===== config.mk =====
export PLATFORM = sky130hd
export DESIGN_NAME = fibonacci_calculator_param
export DESIGN_NICKNAME = d
export VERILOG_FILES = /design/src/rtl/fibonacci_pkg.sv /design/src/rtl/fibonacci_calculator_param_add.sv /design/src/rtl/fibonacci_calculator_param.sv
export SDC_FILE = /design/constraint.sdc
export NUM_CORES = 1
export LEC_CHECK = 0
export BUFFER_PORTS_ARGS = -buffer_cell sky130_fd_sc_hd__buf_2
export CAP_MARGIN = 0
export CORE_ASPECT_RATIO = 0.8
export CORE_MARGIN = 5
export CORE_UTILIZATION = 35
export CTS_CLUSTER_DIAMETER = 30
export DETAILED_ROUTE_END_ITERATION = 12
export SETUP_SLACK_MARGIN = 0.3
export SYNTH_ARGS = -nofsm -noshare
export SYNTH_HDL_FRONTEND = slang
export SYNTH_HIERARCHICAL = 1
export SYNTH_SLANG_ARGS = --single-unit

===== constraint.sdc =====
create_clock -name clk -period 5.83 [get_ports clk]
set_clock_uncertainty 0.05 [all_clocks]
set_input_delay 1.166 -clock clk [delete_from_list [all_inputs] [get_ports clk]]
set_output_delay 1.166 -clock clk [all_outputs]
set_load 0.05 [all_outputs]

===== src/rtl/fibonacci_pkg.sv =====
// fibonacci_pkg
// Shared types and constants for the Fibonacci / Lucas sequence calculator:
//   fibo_state_e : controller states (IDLE, COMPUTE, DONE)
//   fibo_mode_e  : sequence select (MODE_FIB = seeds 0,1; MODE_LUCAS = seeds 2,1)
//   fibo_dbg_t   : debug view of the controller (state + latched mode)
//   *_SEED*      : sequence seed constants
package fibonacci_pkg;

    typedef enum logic [1:0] {
        IDLE    = 2'd0,
        COMPUTE = 2'd1,
        DONE    = 2'd2
    } fibo_state_e;

    typedef enum logic {
        MODE_FIB   = 1'b0,
        MODE_LUCAS = 1'b1
    } fibo_mode_e;

    typedef struct packed {
        fibo_state_e state;
        fibo_mode_e  mode;
    } fibo_dbg_t;

    localparam int unsigned FIB_SEED0   = 0;
    localparam int unsigned FIB_SEED1   = 1;
    localparam int unsigned LUCAS_SEED0 = 2;
    localparam int unsigned LUCAS_SEED1 = 1;

endpackage


===== src/rtl/fibonacci_calculator_param_add.sv =====
// fibo_add_ovf
// W-bit adder with a sticky overflow flag that travels alongside each operand.
// Optional build macro: FIBO_SATURATE_EN -- when defined, any overflowed sum
// is replaced by all-ones instead of wrapping modulo 2^W.
// Ports:
//   a_i, b_i         : operands
//   a_ovf_i, b_ovf_i : overflow flags already attached to the operands
//   sum_o            : a_i + b_i (wrapped, or saturated when enabled)
//   ovf_o            : carry-out of this add OR either operand flag
module fibo_add_ovf #(
    parameter int W = 16
) (
    input  logic [W-1:0] a_i,
    input  logic [W-1:0] b_i,
    input  logic         a_ovf_i,
    input  logic         b_ovf_i,
    output logic [W-1:0] sum_o,
    output logic         ovf_o
);

    logic [W:0] full_sum;

    always_comb begin
        full_sum = {1'b0, a_i} + {1'b0, b_i};
        // Overflow is sticky: once any term in the chain overflowed, every
        // later term built from it is also wrong.
        ovf_o    = full_sum[W] | a_ovf_i | b_ovf_i;
`ifdef FIBO_SATURATE_EN
        sum_o    = ovf_o ? {W{1'b1}} : full_sum[W-1:0];
`else
        sum_o    = full_sum[W-1:0];
`endif
    end

endmodule


===== src/rtl/fibonacci_calculator_param.sv =====
// fibonacci_calculator_param
// Iterative Fibonacci / Lucas calculator. A start request latches the index n
// and the mode, then one recurrence step (a <= b, b <= a + b) is taken per
// cycle until the counter reaches n; the result is a, so latency from the
// sampling edge to done is n+1 cycles.
// Optional build macro: FIBO_SATURATE_EN (saturate overflowed sums to
// all-ones; otherwise sums wrap). Overflow is reported in both builds.
// Ports:
//   clk        : clock, rising edge
//   reset_n    : asynchronous active-low reset
//   input_s    : sequence index n (IN_W bits)
//   mode       : 0 = Fibonacci, 1 = Lucas
//   begin_fibo : start request
//   fibo_out   : result of the last completed computation
//   done       : result valid
//   busy       : high exactly while computing
//   overflow   : result exceeded OUT_W bits
//   dbg        : controller state and latched mode, for observation only
// Handshake: begin_fibo is sampled only in IDLE and starts one computation.
// done rises with the result and stays high while begin_fibo is held; the
// block returns to IDLE only after begin_fibo is seen low, so a held request
// can never start a second computation.
module fibonacci_calculator_param
    import fibonacci_pkg::*;
#(
    parameter int IN_W  = 5,
    parameter int OUT_W = 16
) (
    input  logic             clk,
    input  logic             reset_n,
    input  logic [IN_W-1:0]  input_s,
    input  logic             mode,
    input  logic             begin_fibo,
    output logic [OUT_W-1:0] fibo_out,
    output logic             done,
    output logic             busy,
    output logic             overflow,
    output fibo_dbg_t        dbg
);

    fibo_state_e      state_q, state_d;
    fibo_mode_e       mode_q, mode_d;
    logic [IN_W-1:0]  n_q, n_d;
    logic [IN_W-1:0]  count_q, count_d;
    logic [OUT_W-1:0] a_q, a_d;
    logic [OUT_W-1:0] b_q, b_d;
    logic             a_ovf_q, a_ovf_d;
    logic             b_ovf_q, b_ovf_d;
    logic [OUT_W-1:0] fibo_out_q, fibo_out_d;
    logic             done_q, done_d;
    logic             busy_q, busy_d;
    logic             overflow_q, overflow_d;

    logic [OUT_W-1:0] sum;
    logic             sum_ovf;

    fibo_add_ovf #(
        .W (OUT_W)
    ) u_add (
        .a_i     (a_q),
        .b_i     (b_q),
        .a_ovf_i (a_ovf_q),
        .b_ovf_i (b_ovf_q),
        .sum_o   (sum),
        .ovf_o   (sum_ovf)
    );

    always_comb begin
        state_d    = state_q;
        mode_d     = mode_q;
        n_d        = n_q;
        count_d    = count_q;
        a_d        = a_q;
        b_d        = b_q;
        a_ovf_d    = a_ovf_q;
        b_ovf_d    = b_ovf_q;
        fibo_out_d = fibo_out_q;
        done_d     = done_q;
        overflow_d = overflow_q;

        case (state_q)
            IDLE: begin
                if (begin_fibo) begin
                    n_d     = input_s;
                    mode_d  = fibo_mode_e'(mode);
                    a_d     = mode ? OUT_W'(LUCAS_SEED0) : OUT_W'(FIB_SEED0);
                    b_d     = mode ? OUT_W'(LUCAS_SEED1) : OUT_W'(FIB_SEED1);
                    a_ovf_d = 1'b0;
                    b_ovf_d = 1'b0;
                    count_d = '0;
                    state_d = COMPUTE;
                end
            end
            COMPUTE: begin
                if (count_q < n_q) begin
                    a_d     = b_q;
                    a_ovf_d = b_ovf_q;
                    b_d     = sum;
                    b_ovf_d = sum_ovf;
                    count_d = count_q + IN_W'(1);
                end else begin
                    // Only the flag riding with a matters; overflow that
                    // exists solely in b is one term beyond the result.
                    fibo_out_d = a_q;
                    overflow_d = a_ovf_q;
                    done_d     = 1'b1;
                    state_d    = DONE;
                end
            end
            DONE: begin
                if (!begin_fibo) begin
                    done_d  = 1'b0;
                    state_d = IDLE;
                end
            end
            default: begin
                state_d = IDLE;
                done_d  = 1'b0;
            end
        endcase

        busy_d = (state_d == COMPUTE);
    end

    always_ff @(posedge clk or negedge reset_n) begin
        if (!reset_n) begin
            state_q    <= IDLE;
            mode_q     <= MODE_FIB;
            n_q        <= '0;
            count_q    <= '0;
            a_q        <= '0;
            b_q        <= '0;
            a_ovf_q    <= 1'b0;
            b_ovf_q    <= 1'b0;
            fibo_out_q <= '0;
            done_q     <= 1'b0;
            busy_q     <= 1'b0;
            overflow_q <= 1'b0;
        end else begin
            state_q    <= state_d;
            mode_q     <= mode_d;
            n_q        <= n_d;
            count_q    <= count_d;
            a_q        <= a_d;
            b_q        <= b_d;
            a_ovf_q    <= a_ovf_d;
            b_ovf_q    <= b_ovf_d;
            fibo_out_q <= fibo_out_d;
            done_q     <= done_d;
            busy_q     <= busy_d;
            overflow_q <= overflow_d;
        end
    end

    assign fibo_out  = fibo_out_q;
    assign done      = done_q;
    assign busy      = busy_q;
    assign overflow  = overflow_q;
    assign dbg.state = state_q;
    assign dbg.mode  = mode_q;

endmodule


Word-level counts from Yosys, hierarchy flattened
Index checks and enable logic that the tools add are counted.

storage, ports and cells
  bits in registers = 66
  bits of input ports = 9
  output and inout bits = 22
  logic and storage cells = 54

operators by class
  add/sub/neg operators = 2
  order comparisons = 1
  eq/ne operators = 7
  muxes and demuxes = 22
  bitwise gates (word level) = 4
  reductions and logical operators = 6

operator list
  cell                   count
  $mux W16               4
  $pmux W16 S2           2
  $add A16 B16 Y17       1
  $mux W5                2
  $pmux W5 S2            1
  $mux W2                4
  $ne A2 B2 Y1 const B   4
  $pmux W2 S3            1
  $reduce_and A3 Y1      2
  $add A5 B1 Y5 const B  1
  $lt A5 B5 Y1           1
  $mux W1                5
  $eq A2 B1 Y1 const B   2
  $pmux W1 S2            2
  $reduce_and A2 Y1      2
  $pmux W1 S3            1
  $eq A2 B2 Y1 const B   1
  $logic_not A2 Y1       1
  $not A1 Y1             2
  $or A1 B1 Y1           2
  $reduce_bool A2 Y1     1

Logic depth before layout (Yosys ltp)
Gate-level depths: netlist (run 1).

  depth after elaboration = 5
  depth in mapped cells = 9
  mapped depth without buffers = 9

Cells and area by module
Netlist (run 1), hierarchy kept.

modules (own cells, without submodules)
  module                      times used  cells each  area each (µm²)  sequential area each (µm²)
  fibonacci_calculator_param  1           262         2,798.9          1,651.6
  fibo_add_ovf                1           113         835.8            0.0

Least setup slack after synthesis (run 1)
No wires, ideal clock.

  path type = register to register
  start point = register a_q[0]
  end point = register b_ovf_q
  setup time = 0.127 ns
  arrival = 2.109 ns
  data required time = 5.653 ns
  setup slack = 3.543 ns
  stages on the path, launching flop included = 10
  path buffers = 0
  clock period less this slack = 2.287 ns
  cell sequence = dfrtp_1 > ha_1 > fa_1 > a21o_1 > a311o_2 > nand2_2 > o21ai_2 > a221o_1 > nand2_1 > o21ai_0

on the way
  cells in the longest elaborated chain, start to end = 5

RTL lines
  element                    RTL line                              text
  start, declared            fibonacci_calculator_param.sv:45      logic [OUT_W-1:0] a_q, a_d;
  start signal, assigned     fibonacci_calculator_param.sv:131     a_q <= '0;
  start signal, assigned     fibonacci_calculator_param.sv:144     a_q <= a_d;
  $add A16 B16 Y17           fibonacci_calculator_param_add.sv:24  full_sum = {1'b0, a_i} + {1'b0, b_i};
  $or A1 B1 Y1 (2 in a row)  fibonacci_calculator_param_add.sv:27  ovf_o = full_sum[W] | a_ovf_i | b_ovf_i;
  net sum_ovf                fibonacci_calculator_param.sv:55      logic sum_ovf;
  $mux W1                    fibonacci_calculator_param.sv:95      if (count_q < n_q) begin
  $pmux W1 S2                fibonacci_calculator_param.sv:81      case (state_q)
  end signal, assigned       fibonacci_calculator_param.sv:147     b_ovf_q <= b_ovf_d;
  end, declared              fibonacci_calculator_param.sv:48      logic b_ovf_q, b_ovf_d;

The timed path passes the listed nets, and every way through them passes these cells. The select of a mux whose other input is x is not followed.
A chain may end at the register's enable or synchronous reset.

Worst setup path after layout (run 1)
  start point = register count_q[4]
  end point = register count_q[3]

on the way
  cells in the longest elaborated chain, start to end = 3

RTL lines
  element                      RTL line                           text
  start, declared              fibonacci_calculator_param.sv:44   logic [IN_W-1:0] count_q, count_d;
  start signal, assigned       fibonacci_calculator_param.sv:143  count_q <= count_d;
  $lt A5 B5 Y1                 fibonacci_calculator_param.sv:95
  $ne A2 B2 Y1 (no line)       -
  $reduce_and A3 Y1 (no line)  -

Every way passes these cells.

==> results.sh, run 1 <==
export IMPL_area_growth_syn_to_layout_pct=14.4
export IMPL_cts_sinks=66
export IMPL_cp_end_kind="register"
export IMPL_ys_flop_type="dfrtp_1"
export IMPL_cp_max_fo=72
export IMPL_die_y_um=101
export IMPL_routedWlPerCell_um=13.6
export IMPL_period_share=0.436
export IMPL_grt_max_degree=73
export IMPL_path_class="reg2reg"
export IMPL_dr_total_vias=2701
export IMPL_numCtsBuffers=9
export IMPL_core_area_sq_mm=0.0102
export IMPL_clkLatencyLatePin_ps=330
export IMPL_die_x_um=124
export IMPL_grt_pass1_wl_um=13200
export IMPL_drcViolationCount=0
export IMPL_drive_gt1_frac=0.197
export IMPL_cts_buffer_depth=2
export IMPL_syn_area_per_cell_sq_um=9.69
export IMPL_ant_nets=0
export IMPL_cts_hold_buffers=0
export IMPL_post_synth_num_cell_types=55
export IMPL_gp_congestion=0.809
export IMPL_post_cts_setup_buffers=0
export IMPL_synth_top_family_by_area="simple AND/OR/NAND/NOR gates"
export IMPL_final_nets=429
export IMPL_firstDrtPassIters=5
export IMPL_diodes=0
export IMPL_grt_pass1_vias=2739
export IMPL_critPathLaunchType="register"
export IMPL_fmax_mhz=393
export IMPL_dpl_hpwl_um=4920
export IMPL_max_cap_violations=0
export IMPL_rsz0062_at_grt="false"
export IMPL_finalSetupViolations=0
export IMPL_synth_top_area_frac=0.454
export IMPL_io_buffers=30
export IMPL_synthXorXnorAreaFrac=0.0265
export IMPL_htree_levels=3
export IMPL_synthAdderAreaFrac=0.0778
export IMPL_timing_hold_ws_ps=432
export IMPL_synth_nets=406
export IMPL_cp_required_ps=5990
export IMPL_synthCells=375
export IMPL_synth_area_leaders="dfrtp_1 45%, nand2_1 9.8%, ha_1 7.2%, o21ai_0 6.1%, mux2_4 3.7%"
export IMPL_io_pins=31
export IMPL_async_reset_ff_frac=1.00
export IMPL_relSlewSlack=0.260
export IMPL_ys_seq_elements=66
export IMPL_r2r_slack_ps=3290
export IMPL_clkTransAtPathRegs_ps=60
export IMPL_antenna_found_initial=0
export IMPL_synth_commonest_cells="95 x nand2_1, 66 x dfrtp_1, 44 x o21ai_0, 21 x ha_1, 14 x a21oi_1"
export IMPL_yosys_area_top_type="dfrtp_1"
export IMPL_synthSimpleGateAreaFrac=0.177
export IMPL_routed_wl_um=7370
export IMPL_holdCritPathClass="reg2reg"
export IMPL_die_area_sq_mm=0.0125
export IMPL_yosysWarnings=6
export IMPL_synth_compound_area_frac=0.143
export IMPL_timing_final_max_slew_violations=0
export IMPL_yosysSeqAreaShare=0.454
export IMPL_tightest_slew_ps=1110
export IMPL_synth_edf_count=0
export IMPL_critPathArrivalTime_ps=2700
export IMPL_viasPerCell=4.98
export IMPL_cts_tree="yes"
export IMPL_rows=33
export IMPL_yosysMostFrequentCell="nand2_1"
export IMPL_cts_resized=0
export IMPL_synth_mux_area_frac=0.0785
export IMPL_cts_root_buf="clkbuf_16"
export IMPL_hold_viol=0
export IMPL_grt_overflow_total=0
export IMPL_drtIter0Drc=245
export IMPL_finalCriticalPeriod_ps=2540
export IMPL_track_usage=0.132
export IMPL_tns_ps=0
export IMPL_status="finished clean"
export IMPL_syn_area_sq_mm=0.00363
export IMPL_start_util=0.356
-- logic make-up after synthesis --
group                      after synthesis
AOI/OAI and AO/OA                       84
xor gates and xnor gates                11
adders and majority gates               22
buffers and inverters                   28
DFF                                     66
muxes                                   23
and+or+nand+nor                        141
-- final timing paths --
path	startpoint	endpoint	cells after the start
min in group asynchronous	reset_n	a_q[4]	2
worst max-delay path	count_q[4]	count_q[3]	6
max in group asynchronous	reset_n	a_q[2]	2
worst min register to register	done	done	1
worst max register to register	count_q[4]	count_q[3]	6
worst min-delay path	done	done	1
-- layer usage --
layer / vias to the layer above / share of wire / global-route usage
met4: 0 / 0.015 / 0.0429
met2: 51 / 0.44 / 0.197
met3: 9 / 0.037 / 0.0318
met5: - / 0 / 0
met1: 1291 / 0.51 / 0.189
li1: 1350 / - / -
-- cell type report --
class / instances / area (sq um)
clock buffers: 9 / 225
multi-input cells: 281 / 1830
inverters: 8 / 30.0
repair buffers: 32 / 165
well taps: 140 / 175
clock inverters: 6 / 82.6
flip-flops and latches: 66 / 1650
fillers: 995 / 6040
-- registers in the layout, summed over array words and instances, names as in the netlist --
register and cells:
a_ovf_q 1, a_q 16, b_ovf_q 1, b_q 16, busy 1, count_q 5, done 1, fibo_out 16
mode_q 1, n_q 5, overflow 1, state_q 2
-- critical path: stages, from the launching register on --
cell	delay, ps
dfrtp_1	390
ha_1	250
nor4b_2	310
o211ai_1	190
nand2_2	830
nand4_1	220
mux2i_1	170
-- through the flow --
step / area (sq um) / utilization / setup WS [ps] / cells
floorplan: 3630 / - / 3540 / 375
global placement: 3850 / 0.377 / 3320 / 527
detailed placement: 3850 / 0.377 / 3250 / 527
CTS: 4160 / 0.408 / 3240 / 542
global route: 4160 / 0.408 / 2920 / 542
finish: 4160 / 0.408 / 3290 / 542
-- cells in the final DEF, fill, tap and decap left out, types with 4 or more instances in the layout --
| master | n |
|---|---|
| nor2_1 | 12 |
| mux2_2 | 8 |
| a21oi_1 | 14 |
| mux2_4 | 9 |
| nand3_1 | 7 |
| ha_1 | 21 |
| clkbuf_16 | 9 |
| nand2_1 | 95 |
| inv_1 | 8 |
| dfrtp_1 | 66 |
| nand4_1 | 6 |
| buf_2 | 30 |
| xor2_1 | 7 |
| o21ai_0 | 44 |
| xnor2_1 | 4 |
| mux2i_1 | 6 |
| nand2b_1 | 4 |
Power of run 1 is left out: the tool's default activity adds up to more than one toggle a clock period on the data nets, which glitch-free logic cannot reach.
==> run 2, diff against run 1 <==
Settings changed: ABC_AREA set to 1.
Clock period 5.83 ns to 2.6 ns, I/O delays scaled along.
==> run 2 against run 1 <==
First-iteration DRC count grew 14%. Cell area grew 8.0%. Routed wire length grew 22%. Global-route usage grew 1.1 points. Critical path type unchanged. Highest routed layer unchanged.
==> results.sh, run 2 <==
export IMPL_track_usage=0.143
export IMPL_ys_seq_elements=66
export IMPL_numCtsBuffers=9
export IMPL_routedWlPerCell_um=13.2
export IMPL_cts_hold_buffers=0
export IMPL_cts_sinks=66
export IMPL_fmax_mhz=501
export IMPL_placedCellCount=660
export IMPL_die_x_um=128
export IMPL_synth_area_leaders="dfrtp_1 43%, nand2_1 16%, nand3_1 8.5%, ha_1 6.8%, nand4_1 5.6%"
export IMPL_tightest_slew_ps=581
export IMPL_use_met2=0.204
export IMPL_slowest_delay_ps=420
export IMPL_cts_root_buf="clkbuf_16"
export IMPL_grt_pass1_wl_um=15300
export IMPL_tns_ps=0
export IMPL_routed_wl_um=8950
export IMPL_async_reset_ff_frac=1.00
export IMPL_diodes=0
export IMPL_firstDrtPassIters=4
export IMPL_finalSetupViolations=0
export IMPL_holdCritPathClass="in2async"
export IMPL_htree_levels=3
export IMPL_synth_edf_count=0
export IMPL_final_nets=558
export IMPL_cp_required_ps=2770
export IMPL_use_met1=0.206
export IMPL_final_util=0.414
export IMPL_grt_overflow_total=0
export IMPL_hold_viol=0
export IMPL_synth_top_area_frac=0.426
export IMPL_cts_resized=0
export IMPL_crit_start="a_q[0]"
export IMPL_cts_tree="yes"
export IMPL_cpMaxStageDelayCell="fa_1"
export IMPL_drcViolationCount=0
export IMPL_yosysSeqAreaShare=0.426
export IMPL_r2r_start="a_q[0]"
export IMPL_placedInstanceArea_sq_mm=0.00417
export IMPL_yosysWarnings=6
export IMPL_status="finished clean"
export IMPL_io_buffers=30
export IMPL_synthCells=501
export IMPL_gr_max_usage_layer="met1"
export IMPL_layout_commonest_cell="nand2_1"
export IMPL_synth_nets=532
export IMPL_cts_buffer_depth=2
export IMPL_drive_gt1_frac=0.160
export IMPL_rr_worst_depth=12
export IMPL_max_cap_violations=0
export IMPL_post_cts_setup_buffers=0
export IMPL_clkTransAtPathRegs_ps=60
export IMPL_cp_num_buf_inv=0
export IMPL_fin_cells=676
export IMPL_cp_top_family="simple AND/OR/NAND/NOR gates"
export IMPL_timing_final_max_slew_violations=0
export IMPL_period_share=0.768
export IMPL_post_synth_num_cell_types=32
export IMPL_ant_nets=0
export IMPL_crit_chain="ha_1 -> fa_1 -> nand2_2 -> nand2_1 -> nand3b_1 -> nand2_1 -> nand2_1 -> nand2_1 -> nand2_1 -> nand2_1 -> nand4_1 -> nand2_1"
export IMPL_final_cell_mix="167 x nand2_1, 66 x nand3_1, 66 x dfrtp_1"
export IMPL_die_area_sq_mm=0.0133
export IMPL_dpl_hpwl_um=6430
export IMPL_antenna_found_initial=0
export IMPL_critPathArrivalTime_ps=2170
export IMPL_finalCriticalPeriod_ps=2000
export IMPL_synth_commonest_cells="167 x nand2_1, 66 x dfrtp_1, 66 x nand3_1, 41 x inv_1, 35 x nand4_1"
export IMPL_r2r_slack_ps=600
export IMPL_ys_flop_type="dfrtp_1"
export IMPL_io_pins=31
export IMPL_stdcell_area_sq_mm=0.00449
export IMPL_clkLatencyLatePin_ps=330
export IMPL_rows=34
export IMPL_crit_top_cell="nand2_1"
export IMPL_yosysMostFrequentCell="nand2_1"
export IMPL_die_y_um=104
export IMPL_cp_end_kind="register"
export IMPL_path_class="reg2reg"
export IMPL_start_util=0.357
export IMPL_dr_total_vias=3354
export IMPL_syn_area_per_cell_sq_um=7.74
export IMPL_critPathLaunchType="register"
export IMPL_yosys_area_top_type="dfrtp_1"
export IMPL_rsz0062_at_grt="false"
export IMPL_core_area_sq_mm=0.0108
export IMPL_drtIter0Drc=279
export IMPL_area_growth_syn_to_layout_pct=15.8
export IMPL_nFillCells=1097
export IMPL_syn_area_sq_mm=0.00388
export IMPL_viasPerCell=4.96
export IMPL_grtUsageMet3=0.0411
export IMPL_r2r_end="b_q[10]"
export IMPL_grt_pass1_vias=3144
export IMPL_cp_max_fo=3
export IMPL_relSlewSlack=0.613
export IMPL_grt_max_degree=46
export IMPL_gp_congestion=0.914
-- run 2: routing by layer --
layer | vias up | routed length [um]
li1 | 1688 | -
met1 | 1562 | 4350
met2 | 95 | 3750
met3 | 9 | 761
met4 | 0 | 93
met5 | - | 0
-- run 2: cell families (layout without fill, tap and decap cells) --
kind of cell	after synthesis	after routing	share of synthesized area
AO/OA/AOI/OAI	17	17	0.0249
XOR/XNOR	10	10	0.0226
buffers and inverters	73	104	0.0778
flip-flops	66	66	0.426
adder cells (fa/ha/maj)	22	22	0.0729
AND/OR/NAND/NOR	312	312	0.373
multiplexers	1	1	0.00290
-- run 2: how the worst max path moves through the flow --
stage	endpoint	slack, ps	cells after the start
final	b_q[10]	600	12
after global routing	b_q[10]	450	12
after CTS	a_q[5]	610	8
after detailed placement	b_q[10]	630	12
after global placement	b_q[10]	660	12
after floorplan	b_q[14]	820	12
-- run 2: final cells by class --
| type | count | area, sq um | area share |
|---|---|---|---|
| clock buffer | 10 | 229 | 0.0510 |
| clock inverter | 6 | 90.1 | 0.0201 |
| inverter | 49 | 184 | 0.0410 |
| multi-input combinational | 362 | 1920 | 0.428 |
| sequential | 66 | 1650 | 0.368 |
| tap | 144 | 180 | 0.0401 |
| timing repair buffer | 39 | 230 | 0.0513 |
-- run 2: stage by stage --
| stage | hold slack, ps | setup WS, ps |
|---|---|---|
| 2_1_floorplan | 174 | 817 |
| 6_report | 133 | 603 |
| 3_3_place_gp | 399 | 661 |
| 5_1_grt | 166 | 450 |
| 3_5_place_dp | 405 | 634 |
| 4_1_cts | 142 | 614 |
Power of run 2 is left out for the same reason.
==> run 3, diff against run 2 <==
Clock period 2.6 ns to 1.8 ns, I/O delays scaled along.
==> run 3 against run 2 <==
The flow now finishes with violations (negative hold slack, negative setup slack). Global-route usage up 3.1 points. Core utilization increased by 11 points. Non-clock buffer count up 44. Critical path type unchanged.
==> results.sh, run 3 (synthesis gave the netlist of run 2 again) <==
export IMPL_status="complete, but fails checks"
export IMPL_violations="negative hold slack, negative setup slack"
export IMPL_diodes=0
export IMPL_critPathLaunchType="register"
export IMPL_multi_input_area_sq_mm=0.00246
export IMPL_grt_max_degree=67
export IMPL_cts_buffer_depth=2
export IMPL_clkTransAtPathRegs_ps=50
export IMPL_antenna_found_initial=0
export IMPL_die_y_um=104
export IMPL_final_nets=602
export IMPL_dpl_hpwl_um=6530
export IMPL_routed_wl_um=11100
export IMPL_dr_total_vias=3609
export IMPL_timing_hold_ws_ps=-19.8
export IMPL_htree_levels=3
export IMPL_clkLatencyLatePin_ps=330
export IMPL_start_util=0.357
export IMPL_route_met3_wl_um=622
export IMPL_cts_tree="yes"
export IMPL_critPathArrivalTime_ps=1990
export IMPL_seq_area_sq_mm=0.00166
export IMPL_track_usage=0.174
export IMPL_firstDrtPassIters=5
export IMPL_numCtsBuffers=9
export IMPL_r2r_end="b_q[14]"
export IMPL_final_util=0.521
export IMPL_r2r_slack_ps=-20
export IMPL_routedWlPerCell_um=15.4
export IMPL_drtIter0Drc=281
export IMPL_ant_nets=0
export IMPL_rows=34
export IMPL_grt_overflow_total=0
export IMPL_tns_ps=-32.2
export IMPL_period_share=1.01
export IMPL_core_area_sq_mm=0.0108
export IMPL_cp_max_fo=3
export IMPL_viasPerCell=5.01
export IMPL_hold_viol=8
export IMPL_cp_end_kind="register"
export IMPL_max_cap_violations=0
export IMPL_holdCritPathClass="in2async"
export IMPL_fmax_mhz=549
export IMPL_nFillCells=962
export IMPL_grt_pass1_wl_um=18600
export IMPL_placedCellCount=673
export IMPL_path_class="reg2reg"
export IMPL_drive_gt1_frac=0.408
export IMPL_io_pins=31
export IMPL_cts_sinks=66
export IMPL_finalCriticalPeriod_ps=1820
export IMPL_fin_cells=720
export IMPL_rsz0062_at_grt="true"
export IMPL_die_x_um=128
export IMPL_area_growth_syn_to_layout_pct=45.7
export IMPL_top_layer="met4"
export IMPL_gp_congestion=0.882
export IMPL_rr_worst_depth=12
export IMPL_drcViolationCount=0
export IMPL_die_area_sq_mm=0.0133
export IMPL_finalSetupViolations=3
export IMPL_grt_pass1_vias=3558
export IMPL_r2r_start="a_q[0]"
export IMPL_cts_root_buf="clkbuf_16"
export IMPL_cp_required_ps=1970
export IMPL_tightest_slew_ps=366
export IMPL_layout_commonest_cell="nand2_1"
export IMPL_final_cell_mix="126 x nand2_1, 61 x dfrtp_1, 47 x nand2_2"
export IMPL_m1WireLength_um=5300
export IMPL_timing_final_max_slew_violations=0
export IMPL_fin_ws_ps=-20.5
export IMPL_cts_hold_buffers=0
export IMPL_met2_length_um=5010
export IMPL_relSlewSlack=0.756
export IMPL_io_buffers=30
==> run 3: cell count changes in the layout (fill, tap and decap cells not counted), sizes merged <==
cell    delta
buf       +43
clkbuf     +2
bufbuf     +1
bufinv     -1
inv        -1
==> run 3: how the worst max path moves through the flow <==
stage	to	startpoint	slack, ps
final	b_q[14]	a_q[0]	-20
after global routing	b_q[14]	a_q[0]	-170
after CTS	b_q[14]	b_q[0]	-30
after detailed placement	fibo_out[1]	n_q[4]	-40
after global placement	b_q[14]	b_q[0]	-8
after floorplan	b_q[14]	a_q[0]	110
==> run 3: critical path: stages, from the launching register on <==
cell,delay [ps]
dfrtp_1,410
ha_4,180
fa_2,380
nand2_2,100
nand2_2,50
nand3b_1,90
nand2_2,90
nand2_2,80
nand2_1,50
nand2_1,60
nand2_1,50
nand4_1,60
nand2_1,60
==> run 3: final cells by class <==
type,instances,area share
Timing Repair Buffer,83,0.153
Tap cell,144,0.0319
Clock inverter,4,0.00908
Multi-Input combinational cell,362,0.436
Sequential cell,66,0.294
Clock buffer,12,0.0437
Inverter,49,0.0328
==> run 3: metal layers <==
| layer | vias up | global-route usage |
|---|---|---|
| li1 | 1783 | - |
| met1 | 1724 | 0.252 |
| met2 | 88 | 0.265 |
| met3 | 14 | 0.0344 |
| met4 | 0 | 0.0477 |
| met5 | - | 0 |
==> run 3: through the flow <==
step,area [sq um],setup WS (ps)
2_1_floorplan,3930,106
3_3_place_gp,4390,-8.14
3_5_place_dp,4390,-41.7
4_1_cts,5550,-28.5
5_1_grt,5650,-168
6_report,5650,-20.5
==> run 3: repair_timing <==
item | 4_1_cts | 5_1_grt
cloned | 7 | 0
pin swaps | 47 | 29
resized for setup | 107 | 15
setup endpoints to repair | 59 | 60
buffers inserted | 18 | 6
Power of run 3 is left out for the same reason.
